==> config.mk <==
export PLATFORM = sky130hd
export DESIGN_NAME = wb_flash_prefetch_flat
export DESIGN_NICKNAME = d
export VERILOG_FILES = /design/src/rtl/wb_flash_prefetch_pkg.sv /design/src/rtl/wb_flash_prefetch_if.sv /design/src/rtl/wb_flash_prefetch_line_ram.sv /design/src/rtl/wb_flash_prefetch.sv /design/src/flat_wrapper.sv
export SDC_FILE = /design/constraint.sdc
export NUM_CORES = 1
export LEC_CHECK = 0
export CAP_MARGIN = 20
export CORE_ASPECT_RATIO = 1.2
export CORE_UTILIZATION = 64
export CTS_BUF_LIST = sky130_fd_sc_hd__clkbuf_16
export DETAILED_ROUTE_END_ITERATION = 10
export DONT_BUFFER_PORTS = 1
export PLACE_DENSITY = 0.8
export SYNTH_ARGS = -nofsm -noshare
export SYNTH_HDL_FRONTEND = slang
export SYNTH_HIERARCHICAL = 1
export SYNTH_SLANG_ARGS = --single-unit
==> constraint.sdc <==
create_clock -name wb_clk_i -period 4.7 [get_ports wb_clk_i]
set_input_delay 0.705 -clock wb_clk_i [delete_from_list [all_inputs] [get_ports wb_clk_i]]
set_output_delay 0.705 -clock wb_clk_i [all_outputs]
set_load 0.03 [all_outputs]
==> src/rtl/wb_flash_prefetch_pkg.sv <==
// Shared types and defaults for the flash read line buffer.
package wb_flash_prefetch_pkg;

    localparam int LINE_WORDS_DEF = 4;
    localparam int FLASH_AW_DEF   = 23;

    typedef enum logic [2:0] {
        ST_IDLE,
        ST_FILL,
        ST_GAP,
        ST_RESP,
        ST_PASS,
        ST_ACK
    } state_e;

endpackage

==> src/rtl/wb_flash_prefetch_if.sv <==
// Classic Wishbone bundle, used on both the CPU and flash sides.
interface wb_flash_prefetch_if;
    logic        cyc;
    logic        stb;
    logic [31:0] adr;
    logic [3:0]  sel;
    logic        we;
    logic [31:0] dat_w;
    logic [31:0] dat_r;
    logic        ack;
    logic        err;

    modport master (
        output cyc, stb, adr, sel, we, dat_w,
        input  dat_r, ack, err
    );

    modport slave (
        input  cyc, stb, adr, sel, we, dat_w,
        output dat_r, ack, err
    );
endinterface

==> src/rtl/wb_flash_prefetch_line_ram.sv <==
// Line buffer storage: one write port, one asynchronous read port.
module wb_flash_prefetch_line_ram #(
    parameter int WORDS = 4,
    parameter int IDX_W = 2
) (
    input  logic             clk,
    input  logic             we,
    input  logic [IDX_W-1:0] widx,
    input  logic [31:0]      wdata,
    input  logic [IDX_W-1:0] ridx,
    output logic [31:0]      rdata
);

    logic [31:0] mem [WORDS];

    always_ff @(posedge clk) begin
        if (we) mem[widx] <= wdata;
    end

    assign rdata = mem[ridx];

endmodule

==> src/rtl/wb_flash_prefetch.sv <==
// Read line buffer between the CPU Wishbone master and the flash slave.
module wb_flash_prefetch
    import wb_flash_prefetch_pkg::*;
#(
    parameter int LINE_WORDS = LINE_WORDS_DEF,
    parameter int FLASH_AW   = FLASH_AW_DEF
) (
    input  logic                 wb_clk_i,
    input  logic                 wb_rst_n_i,
    wb_flash_prefetch_if.slave   s,
    wb_flash_prefetch_if.master  m,
    input  logic                 inv_i
);

    localparam int IDX_W = $clog2(LINE_WORDS);
    localparam int TAG_W = FLASH_AW - IDX_W - 2;

    state_e             state_q, state_d;
    logic [31:0]        req_adr, req_dat;
    logic [3:0]         req_sel;
    logic               req_we;
    logic [TAG_W-1:0]   tag_q;
    logic               line_valid, inv_seen;
    logic [IDX_W-1:0]   idx;
    logic [31:0]        dat_q;
    logic               ack_q, err_q;
    logic [IDX_W-1:0]   ridx;
    logic [31:0]        rdata;
    logic               req, rd_full, hit, wr_hit, ram_we;

    assign req     = s.cyc & s.stb;
    assign rd_full = ~s.we & (s.sel == 4'hF);
    assign hit     = req & rd_full & line_valid &
                     (s.adr[FLASH_AW-1:IDX_W+2] == tag_q);
    assign wr_hit  = req_we & line_valid &
                     (req_adr[FLASH_AW-1:IDX_W+2] == tag_q);
    assign ridx    = (state_q == ST_IDLE) ? s.adr[IDX_W+1:2]
                                          : req_adr[IDX_W+1:2];
    assign ram_we  = (state_q == ST_FILL) & m.ack & ~m.err;

    assign s.dat_r = dat_q;
    assign s.ack   = ack_q;
    assign s.err   = err_q;

    wb_flash_prefetch_line_ram #(
        .WORDS (LINE_WORDS),
        .IDX_W (IDX_W)
    ) u_ram (
        .clk   (wb_clk_i),
        .we    (ram_we),
        .widx  (idx),
        .wdata (m.dat_r),
        .ridx  (ridx),
        .rdata (rdata)
    );

    always_comb begin
        state_d = state_q;
        m.cyc   = 1'b0;
        m.stb   = 1'b0;
        m.adr   = '0;
        m.sel   = '0;
        m.we    = 1'b0;
        m.dat_w = '0;
        unique case (state_q)
            ST_IDLE: begin
                if (hit)          state_d = ST_ACK;
                else if (req)     state_d = rd_full ? ST_FILL : ST_PASS;
            end
            ST_FILL: begin
                m.cyc = 1'b1;
                m.stb = 1'b1;
                m.sel = 4'hF;
                m.adr = {req_adr[31:IDX_W+2], idx, 2'b00};
                if (m.err)        state_d = ST_ACK;
                else if (m.ack)   state_d = ST_GAP;
            end
            // Flash controller re-samples stb only from its own idle state
            ST_GAP: begin
                m.cyc   = 1'b1;
                state_d = (idx == '0) ? ST_RESP : ST_FILL;
            end
            ST_RESP: state_d = ST_ACK;
            ST_PASS: begin
                m.cyc   = 1'b1;
                m.stb   = 1'b1;
                m.adr   = req_adr;
                m.sel   = req_sel;
                m.we    = req_we;
                m.dat_w = req_dat;
                if (m.ack | m.err) state_d = ST_ACK;
            end
            ST_ACK:  state_d = ST_IDLE;
            default: state_d = ST_IDLE;
        endcase
    end

    always_ff @(posedge wb_clk_i or negedge wb_rst_n_i) begin
        if (!wb_rst_n_i) begin
            state_q    <= ST_IDLE;
            req_adr    <= '0;
            req_dat    <= '0;
            req_sel    <= '0;
            req_we     <= 1'b0;
            tag_q      <= '0;
            line_valid <= 1'b0;
            inv_seen   <= 1'b0;
            idx        <= '0;
            dat_q      <= '0;
            ack_q      <= 1'b0;
            err_q      <= 1'b0;
        end else begin
            state_q <= state_d;
            unique case (state_q)
                ST_IDLE: begin
                    if (inv_i) line_valid <= 1'b0;
                    if (req) begin
                        req_adr <= s.adr;
                        req_dat <= s.dat_w;
                        req_sel <= s.sel;
                        req_we  <= s.we;
                    end
                    if (hit) begin
                        dat_q <= rdata;
                        ack_q <= 1'b1;
                    end
                end
                ST_FILL: begin
                    if (inv_i) inv_seen <= 1'b1;
                    if (m.err) begin
                        err_q      <= 1'b1;
                        line_valid <= 1'b0;
                        inv_seen   <= 1'b0;
                        idx        <= '0;
                    end else if (m.ack) begin
                        idx <= idx + 1'b1;
                    end
                end
                ST_GAP: begin
                    if (inv_i) inv_seen <= 1'b1;
                    if (idx == '0) begin
                        line_valid <= ~(inv_seen | inv_i);
                        tag_q      <= req_adr[FLASH_AW-1:IDX_W+2];
                    end
                end
                ST_RESP: begin
                    dat_q    <= rdata;
                    ack_q    <= s.cyc;
                    inv_seen <= 1'b0;
                    if (inv_i) line_valid <= 1'b0;
                end
                ST_PASS: begin
                    if (inv_i) line_valid <= 1'b0;
                    if (m.err) begin
                        err_q      <= 1'b1;
                        line_valid <= 1'b0;
                        idx        <= '0;
                    end else if (m.ack) begin
                        dat_q <= m.dat_r;
                        ack_q <= 1'b1;
                        if (wr_hit) line_valid <= 1'b0;
                    end
                end
                ST_ACK: begin
                    ack_q <= 1'b0;
                    err_q <= 1'b0;
                    if (inv_i) line_valid <= 1'b0;
                end
                default: ;
            endcase
        end
    end

endmodule

==> src/flat_wrapper.sv <==
// flat-port wrapper written by rule: the top's interface ports become plain ports
module wb_flash_prefetch_flat import wb_flash_prefetch_pkg::*;
#(
    parameter int LINE_WORDS = LINE_WORDS_DEF,
    parameter int FLASH_AW   = FLASH_AW_DEF
)
  (wb_clk_i, wb_rst_n_i, inv_i, s_cyc, s_stb, s_adr, s_sel, s_we, s_dat_w, s_dat_r, s_ack, s_err, m_cyc, m_stb, m_adr, m_sel, m_we, m_dat_w, m_dat_r, m_ack, m_err);
  wb_flash_prefetch_if s_i ();
  wb_flash_prefetch_if m_i ();
  input  logic wb_clk_i;
  input  logic wb_rst_n_i;
  input  logic inv_i;
  input wire logic [$bits(s_i.cyc)-1:0] s_cyc;
  input wire logic [$bits(s_i.stb)-1:0] s_stb;
  input wire logic [$bits(s_i.adr)-1:0] s_adr;
  input wire logic [$bits(s_i.sel)-1:0] s_sel;
  input wire logic [$bits(s_i.we)-1:0] s_we;
  input wire logic [$bits(s_i.dat_w)-1:0] s_dat_w;
  output wire logic [$bits(s_i.dat_r)-1:0] s_dat_r;
  output wire logic [$bits(s_i.ack)-1:0] s_ack;
  output wire logic [$bits(s_i.err)-1:0] s_err;
  output wire logic [$bits(m_i.cyc)-1:0] m_cyc;
  output wire logic [$bits(m_i.stb)-1:0] m_stb;
  output wire logic [$bits(m_i.adr)-1:0] m_adr;
  output wire logic [$bits(m_i.sel)-1:0] m_sel;
  output wire logic [$bits(m_i.we)-1:0] m_we;
  output wire logic [$bits(m_i.dat_w)-1:0] m_dat_w;
  input wire logic [$bits(m_i.dat_r)-1:0] m_dat_r;
  input wire logic [$bits(m_i.ack)-1:0] m_ack;
  input wire logic [$bits(m_i.err)-1:0] m_err;
  assign s_i.cyc = s_cyc;
  assign s_i.stb = s_stb;
  assign s_i.adr = s_adr;
  assign s_i.sel = s_sel;
  assign s_i.we = s_we;
  assign s_i.dat_w = s_dat_w;
  assign s_dat_r = s_i.dat_r;
  assign s_ack = s_i.ack;
  assign s_err = s_i.err;
  assign m_cyc = m_i.cyc;
  assign m_stb = m_i.stb;
  assign m_adr = m_i.adr;
  assign m_sel = m_i.sel;
  assign m_we = m_i.we;
  assign m_dat_w = m_i.dat_w;
  assign m_i.dat_r = m_dat_r;
  assign m_i.ack = m_ack;
  assign m_i.err = m_err;
  wb_flash_prefetch #(.LINE_WORDS(LINE_WORDS), .FLASH_AW(FLASH_AW)) u_core (.wb_clk_i(wb_clk_i), .wb_rst_n_i(wb_rst_n_i), .s(s_i), .m(m_i), .inv_i(inv_i));
endmodule
==> results of run 1 <==
-- worst max path at each step --
stage / cells after the start / slack [ps] / to / from
final: 5 / 1140 / m_adr[6] / u_core/state_q[1]
after global routing: 5 / 990 / m_adr[16] / u_core/state_q[2]
after CTS: 4 / 1080 / m_adr[6] / u_core/state_q[0]
after detailed placement: 8 / 1480 / u_core/s.dat_r[30] / u_core/state_q[1]
after global placement: 8 / 1580 / u_core/s.dat_r[30] / u_core/state_q[1]
after floorplan: 4 / 310 / u_core/u_ram/mem[0][0] / m_err
-- cells in the mapped netlist, types with 5 or more instances --
cell type,instances,area (um2)
sky130_fd_sc_hd__clkbuf_1,36,135.1
sky130_fd_sc_hd__inv_1,6,22.52
sky130_fd_sc_hd__nand2_1,8,30.03
sky130_fd_sc_hd__nor2b_1,33,206.5
sky130_fd_sc_hd__o2111a_1,32,360.4
sky130_fd_sc_hd__or3_1,32,200.2
sky130_fd_sc_hd__mux2i_1,32,320.3
sky130_fd_sc_hd__mux4_2,30,675.7
sky130_fd_sc_hd__dfrtp_1,129,3228
sky130_fd_sc_hd__nand4_1,9,56.30
sky130_fd_sc_hd__edfxtp_1,128,3844
sky130_fd_sc_hd__xor2_1,5,43.79
sky130_fd_sc_hd__nor2_1,15,56.30
sky130_fd_sc_hd__o21ai_0,5,25.02
sky130_fd_sc_hd__nand3_1,66,330.3
sky130_fd_sc_hd__xnor2_1,33,289.0
sky130_fd_sc_hd__and3_1,37,231.5
sky130_fd_sc_hd__mux2_2,90,1013
sky130_fd_sc_hd__a21oi_1,10,50.05
sky130_fd_sc_hd__buf_2,12,60.06
-- logic make-up after synthesis --
| group | count (synthesis) | share of synthesized area, % |
|---|---|---|
| flops | 257 | 60.51 |
| xor+xnor | 38 | 2.848 |
| buf+inv | 64 | 2.965 |
| fa+ha+maj | 1 | 0.1070 |
| mux | 154 | 17.64 |
| compound gates | 66 | 5.107 |
| simple gates | 219 | 10.82 |
-- power by group through the flow --
| stage | sequential, mW | clock [mW] | combinational (mW) |
|---|---|---|---|
| after CTS | 3.66 | 2.02 | 3.74 |
| after global routing | 3.74 | 2.11 | 4.00 |
| after floorplan | 3.52 | 0 | 3.22 |
| final | 3.67 | 1.98 | 3.73 |
| after detailed placement | 3.70 | 0 | 3.68 |
| after global placement | 3.65 | 0 | 3.57 |
-- per-stage QoR --
| step | total power [mW] | instance area [um2] | std cells |
|---|---|---|---|
| after detailed placement | 7.381 | 11780 | 973 |
| after global routing | 9.849 | 12660 | 1023 |
| final | 9.383 | 12660 | 1023 |
| after CTS | 9.426 | 12650 | 1022 |
| after floorplan | 6.740 | 11690 | 799 |
| after global placement | 7.222 | 11780 | 973 |
-- state kept, by name, summed over array words and instances, names as in the netlist --
register	cells
u_core/s.err	1
u_core/s.ack	1
u_core/s.dat_r	32
u_core/state_q	3
u_core/inv_seen	1
u_core/req_adr	32
u_core/req_we	1
u_core/u_ram/mem	128
u_core/idx	2
u_core/req_sel	4
u_core/tag_q	19
u_core/req_dat	32
u_core/line_valid	1
-- area by class of cell --
| cell class | instances | area, um2 |
|---|---|---|
| Sequential cell | 257 | 7072 |
| Fill cell | 1136 | 5049 |
| Multi-Input combinational cell | 478 | 4308 |
| Clock buffer | 28 | 700.7 |
| Tap cell | 220 | 275.3 |
| Clock inverter | 20 | 143.9 |
| Timing Repair Buffer | 14 | 135.1 |
| Inverter | 6 | 22.52 |
-- per-layer routing --
metal  vias to the layer above  routed length, um  global-route usage, %  share of wire, %
met5                         -                  0                      0                 0
met1                      3550               9619                  33.32                37
met4                         0                711                  10.06               2.8
li1                       3019                  -                      -                 -
met2                       326              13200                  48.77                51
met3                        61               2180                  7.294               8.5
-- critical path, stage by stage (launching register included) --
cell and delay (ps):
sky130_fd_sc_hd__dfrtp_1 540, sky130_fd_sc_hd__nand2b_1 310, sky130_fd_sc_hd__nor2_4 600, sky130_fd_sc_hd__nor2_2 80, sky130_fd_sc_hd__buf_4 260, sky130_fd_sc_hd__nor2b_1 540
==> out/results.md, run 1 <==
• HPWL after detailed placement: 15970 um
• global route total overflow: 0
• switching power: 3.777 mW
• min-delay worst type: input port to asynchronous set/reset pin
• clock root buffer: sky130_fd_sc_hd__clkbuf_16
• worst endpoint data arrival time: 2850 ps
• async set-or-reset flop fraction in the synthesized netlist: 50.19%
• final setup violating endpoints: 0
• post-cts sizing count: 0
• post-CTS setup-driven buffer insertion count: 0
• clock sink count: 257
• Worst slew margin: 32.39%
• number of antenna repair diodes: 0
• Seq pwr share: 39.1%
• synthesized instance count: 799
• Max clock buf depth: 3
• width of the die: 125.4 um
• net total in the final layout: 892
• clock tree from TritonCTS: yes
• commonest cells after routing, fill and taps aside: 129 x sky130_fd_sc_hd__dfrtp_1, 128 x sky130_fd_sc_hd__edfxtp_1, 90 x sky130_fd_sc_hd__mux2_2
• count of input and output buffers: 0
• deepest level of the CTS H-tree: 1
• measured slew at the worst slew-check pin: 1014 ps
• area of the core: 17710 um2
• Final min period: 3559 ps
• IR Drop Worst-Case VDD: 438.6 uV
• mean number of vias per cell: 6.800
• timing-limited maximum frequency: 281.0 MHz
• Vert. Die Dim: 150.0 um
• reg-to-reg endpoint: u_core/s.dat_r[28]
• Sw Share: 40.25%
• number of rows in the core area: 53
• total negative slack: 0 ps
• Yosys warning count: 6
• distinct cell type count of the synthesized netlist: 50
• EDFF count, synth: 128
• Final WS setup: 1141 ps
• status: finished, violations left
• later-pin clock latency in the skew report: 530 ps
• launch instance of the worst register-to-register path: u_core/state_q[1]
• clock buffers created by TritonCTS: 26
• portion of total power attributed to the clock network: 21.1%
• minimum setup slack among reg-to-reg paths: 1450 ps
• static power due to leakage: 4.717 nW
• depth of the worst register-to-register path: 8
• number of global-route vias before repair: 7381
• Internal Power: 5.606 mW
• number of search-and-repair iterations in the first detailed-routing pass: 11
• combinational cell fraction of total power: 39.8%
• Power Dens Cells: 741.3 nW/um2
• Final Hold Vio Count: 0
• fraction of the cycle the final worst path needs: 75.72%
• detailed-route DRC error count: 22
• worst hold slack after final layout: 161.9 ps
• area growth from synthesis to final layout: 8.296%
• count of nets left with antenna violations after detail routing: 0
• first-pass GRT wire length: 40280 um
• post-synthesis sequential element count: 257
• aggregate routed wire length: 25720 um
• kind of launch point of the worst setup path: flip-flop
• routed wirelength normalized by instance count: 25.14 um
• max-slew violation count: 0
• gpl congestion: 0.9116
• worst slack at placement: 1476 ps
• Netlist Area Pre-Place: 11690 um2
• final core utilization: 71.49%
• CTS clk-pin slew, worst paths: 60 ps
• unrepaired setup endpoints after global routing: false
• largest net degree at the start of global routing: 130
• initial core utilization: 66.01%
• Clock Skews: 24.14 ps
• most frequent standard cell in the layout excluding fill and tap cells: sky130_fd_sc_hd__dfrtp_1
• WS Path Type: flip-flop to output port
• hold buffers post-CTS: 1
• synthesized netlist net count: 908
• via count: 6956
• 1st-iter DRT viols: 570
• total of max-cap violations: 0
• failing checks: design-rule violations
• die footprint: 18810 um2
• post-synthesis sequential area ratio: 60.51%
• most frequently used flop master after synthesis: sky130_fd_sc_hd__dfrtp_1
• data required time at the worst endpoint: 3990 ps
• IO Pins: 213
• proportion of layout cells with a drive suffix above 1: 23.79%
• nature of the critical path endpoint: output port
• highest net fanout along the worst path: 31
• average footprint of a synthesized cell: 14.63 um2
• GRT Overall Usage: 27.82%
• number of antenna violations at the first check in global routing: 0
Note: power is estimated with default switching activity, not from simulation.
==> run 2: changes to the inputs <==
CORE_UTILIZATION = 57   (was 64)
PLACE_DENSITY = 0.75   (was 0.8)
clock period = 2.9 ns   (was 4.7 ns; I/O delays follow)
==> run 2 against run 1 <==
  * The run ends with negative hold slack left
  * Sequential power is 61% higher
  * First-iteration DRC count is 13% higher
  * Hold slack worse by 540 ps
  * Register-to-register slack worse by 980 ps
  * Clock power is 74% higher
  * Clock skew is 12 ps lower
  * Via count is 4.1% higher
  * Count of clock-buffer cells in the layout is 2 lower
  * Total power is 70% higher
  * Core utilization is 5.1 points lower
  * Sequential share of layout area is 3.1 points lower
==> out/results.md, run 2 (synthesis results as in run 1) <==
• status: finished, violations left
• failing checks: negative hold slack
• Final min period: 2677 ps
• Max clock buf depth: 3
• Final Hold Vio Count: 129
• Final WS setup: 223.0 ps
• aggregate routed wire length: 26650 um
• die footprint: 21080 um2
• net total in the final layout: 965
• nature of the critical path endpoint: output port
• Seq pwr share: 37.1%
• final setup violating endpoints: 0
• most frequent standard cell in the layout excluding fill and tap cells: sky130_fd_sc_hd__dfrtp_1
• Clock Skews: 11.70 ps
• library cell contributing the largest single delay on the critical path: sky130_fd_sc_hd__dfrtp_1
• timing-limited maximum frequency: 373.5 MHz
• switching power: 6.189 mW
• clock buffers created by TritonCTS: 25
• Internal Power: 9.743 mW
• routed wirelength normalized by instance count: 23.40 um
• minimum setup slack among reg-to-reg paths: 470 ps
• max-slew violation count: 0
• depth of the worst register-to-register path: 8
• kind of launch point of the worst setup path: flip-flop
• commonest cells after routing, fill and taps aside: 129 x sky130_fd_sc_hd__dfrtp_1, 128 x sky130_fd_sc_hd__edfxtp_1, 90 x sky130_fd_sc_hd__mux2_2
• 1st-iter DRT viols: 646
• crit-path max cell delay: 370 ps
• proportion of layout cells with a drive suffix above 1: 26.43%
• global route total overflow: 0
• static power due to leakage: 5.114 nW
• CP Cell Sequence: buf_6 -> nand2b_1 -> nor2_4 -> nor2_2 -> buf_4 -> nor2b_1 -> buf_4
• hold buffers post-CTS: 32
• first-pass GRT wire length: 42250 um
• Power Dens Cells: 1188 nW/um2
• GRT Overall Usage: 25.80%
• number of search-and-repair iterations in the first detailed-routing pass: 5
• IO Pins: 213
• reg-to-reg endpoint: u_core/s.dat_r[16]
• number of antenna repair diodes: 0
• crit-path leading delay family: buffers and inverters
• clock sink count: 257
• launch instance of the worst register-to-register path: u_core/state_q[1]
• HPWL after detailed placement: 16380 um
• area growth from synthesis to final layout: 14.70%
• combinational cell fraction of total power: 41.3%
• worst endpoint data arrival time: 2240 ps
• worst hold slack after final layout: -378.8 ps
• largest net degree at the start of global routing: 130
• IR Drop Worst-Case VDD: 734.0 uV
• combined buffer and inverter count along the critical path: 3
• Vert. Die Dim: 158.9 um
• measured slew at the worst slew-check pin: 629.8 ps
• Worst slew margin: 58.02%
• gpl congestion: 0.8972
• initial core utilization: 57.91%
• min-delay worst type: input port to asynchronous set/reset pin
• Most common cell on crit path: sky130_fd_sc_hd__buf_4
• count of nets left with antenna violations after detail routing: 0
• worst slack at placement: 509.9 ps
• detailed-route DRC error count: 0
• WS Path Type: flip-flop to output port
• fraction of the cycle the final worst path needs: 92.31%
• clock root buffer: sky130_fd_sc_hd__clkbuf_16
• placed cell area: 12210 um2
• via count: 7240
• clock tree from TritonCTS: yes
• later-pin clock latency in the skew report: 520 ps
• data required time at the worst endpoint: 2470 ps
• Sw Share: 38.85%
• flip-flop count of the largest register after layout: 128
• CTS clk-pin slew, worst paths: 60 ps
• highest net fanout along the worst path: 51
• area of the core: 20180 um2
• total negative slack: 0 ps
• deepest level of the CTS H-tree: 1
• total of max-cap violations: 0
• portion of total power attributed to the clock network: 21.6%
• width of the die: 132.7 um
• count of input and output buffers: 0
• register with the most flip-flops: u_core/u_ram/mem
• mean number of vias per cell: 6.356
• unrepaired setup endpoints after global routing: false
• number of global-route vias before repair: 7633
• number of antenna violations at the first check in global routing: 0
• number of rows in the core area: 57
• summed area of non-filler cells in the final layout: 13410 um2
• post-CTS setup-driven buffer insertion count: 0
[run 2: changes by cell type in the layout (fill, tap and decap cells not counted), sizes merged]
cell         before  now
bufinv            1    5
buf              14   56
inv              10   13
clkinvlp          8    2
clkinv            7    5
dlygate4sd3       0   32
clkbuf           28   26
[run 2: worst register-to-register path, cell delays in order, from the launching register on]
cell and delay [ps]:
sky130_fd_sc_hd__dfrtp_1 400, sky130_fd_sc_hd__nor2_2 150, sky130_fd_sc_hd__nand2_2 140, sky130_fd_sc_hd__mux2_2 500, sky130_fd_sc_hd__buf_4 270, sky130_fd_sc_hd__mux4_2 300
sky130_fd_sc_hd__mux2i_1 260, sky130_fd_sc_hd__nand3_1 140, sky130_fd_sc_hd__o2111a_1 160
[run 2: layout make-up]
cell class	instances	area, um2
sequential	257	7072
timing repair buffer	88	794.5
tap	265	331.6
multi-input combinational	478	4314
clock buffer	26	650.6
inverter	6	22.52
fill	1410	6778
clock inverter	19	220.2
[run 2: worst max path at each step]
stage	end	slack (ps)	from	cells past startpoint
6_report	m_adr[28]	220	u_core/state_q[2]	7
5_1_grt	m_adr[28]	70	u_core/state_q[2]	7
4_1_cts	m_adr[28]	120	u_core/state_q[2]	7
3_5_place_dp	u_core/s.dat_r[1]	510	u_core/state_q[1]	8
3_3_place_gp	u_core/s.dat_r[31]	560	u_core/state_q[1]	8
2_1_floorplan	u_core/u_ram/mem[0][0]	280	u_core/state_q[0]	4
[run 2: power by group through the flow]
stage / combinational, mW / sequential (mW) / clock [mW]
floorplan: 5.22 / 5.71 / 0
global placement: 6.32 / 5.89 / 0
detailed placement: 6.49 / 5.98 / 0
CTS: 6.59 / 5.91 / 3.50
global route: 7.05 / 6.04 / 3.64
finish: 6.58 / 5.92 / 3.44
[run 2: layer usage]
layer	global-route usage [%]	share of wire, %	vias to the layer above	routed length [um]
met4	8.516	2.4	0	650
met2	44.86	52	303	13790
met1	32.09	39	3707	10360
li1	-	-	3182	-
met5	0	0	-	0
met3	5.332	7.0	48	1853
[run 2: timing repair]
action,4_1_cts,5_1_grt
gates resized for setup,0,1
hold endpoints to repair,257,129
setup endpoints to repair,0,2
[run 2: metrics by stage]
step	utilization (%)	total power, mW	hold slack (ps)	std cells
floorplan	-	10.93	139.4	799
global placement	60.50	12.21	142.0	1062
detailed placement	60.50	12.48	143.4	1062
CTS	66.40	16.00	-411.0	1139
global route	66.42	16.73	-406.3	1139
finish	66.42	15.93	-378.8	1139
==> run 3: changes to the inputs <==
ABC_CLOCK_PERIOD_IN_PS = 2900   (was default)
SLEW_MARGIN = 10   (was default)
==> results of run 3 <==
Same layout as run 2: the final DEF is identical, and so are final timing and power.
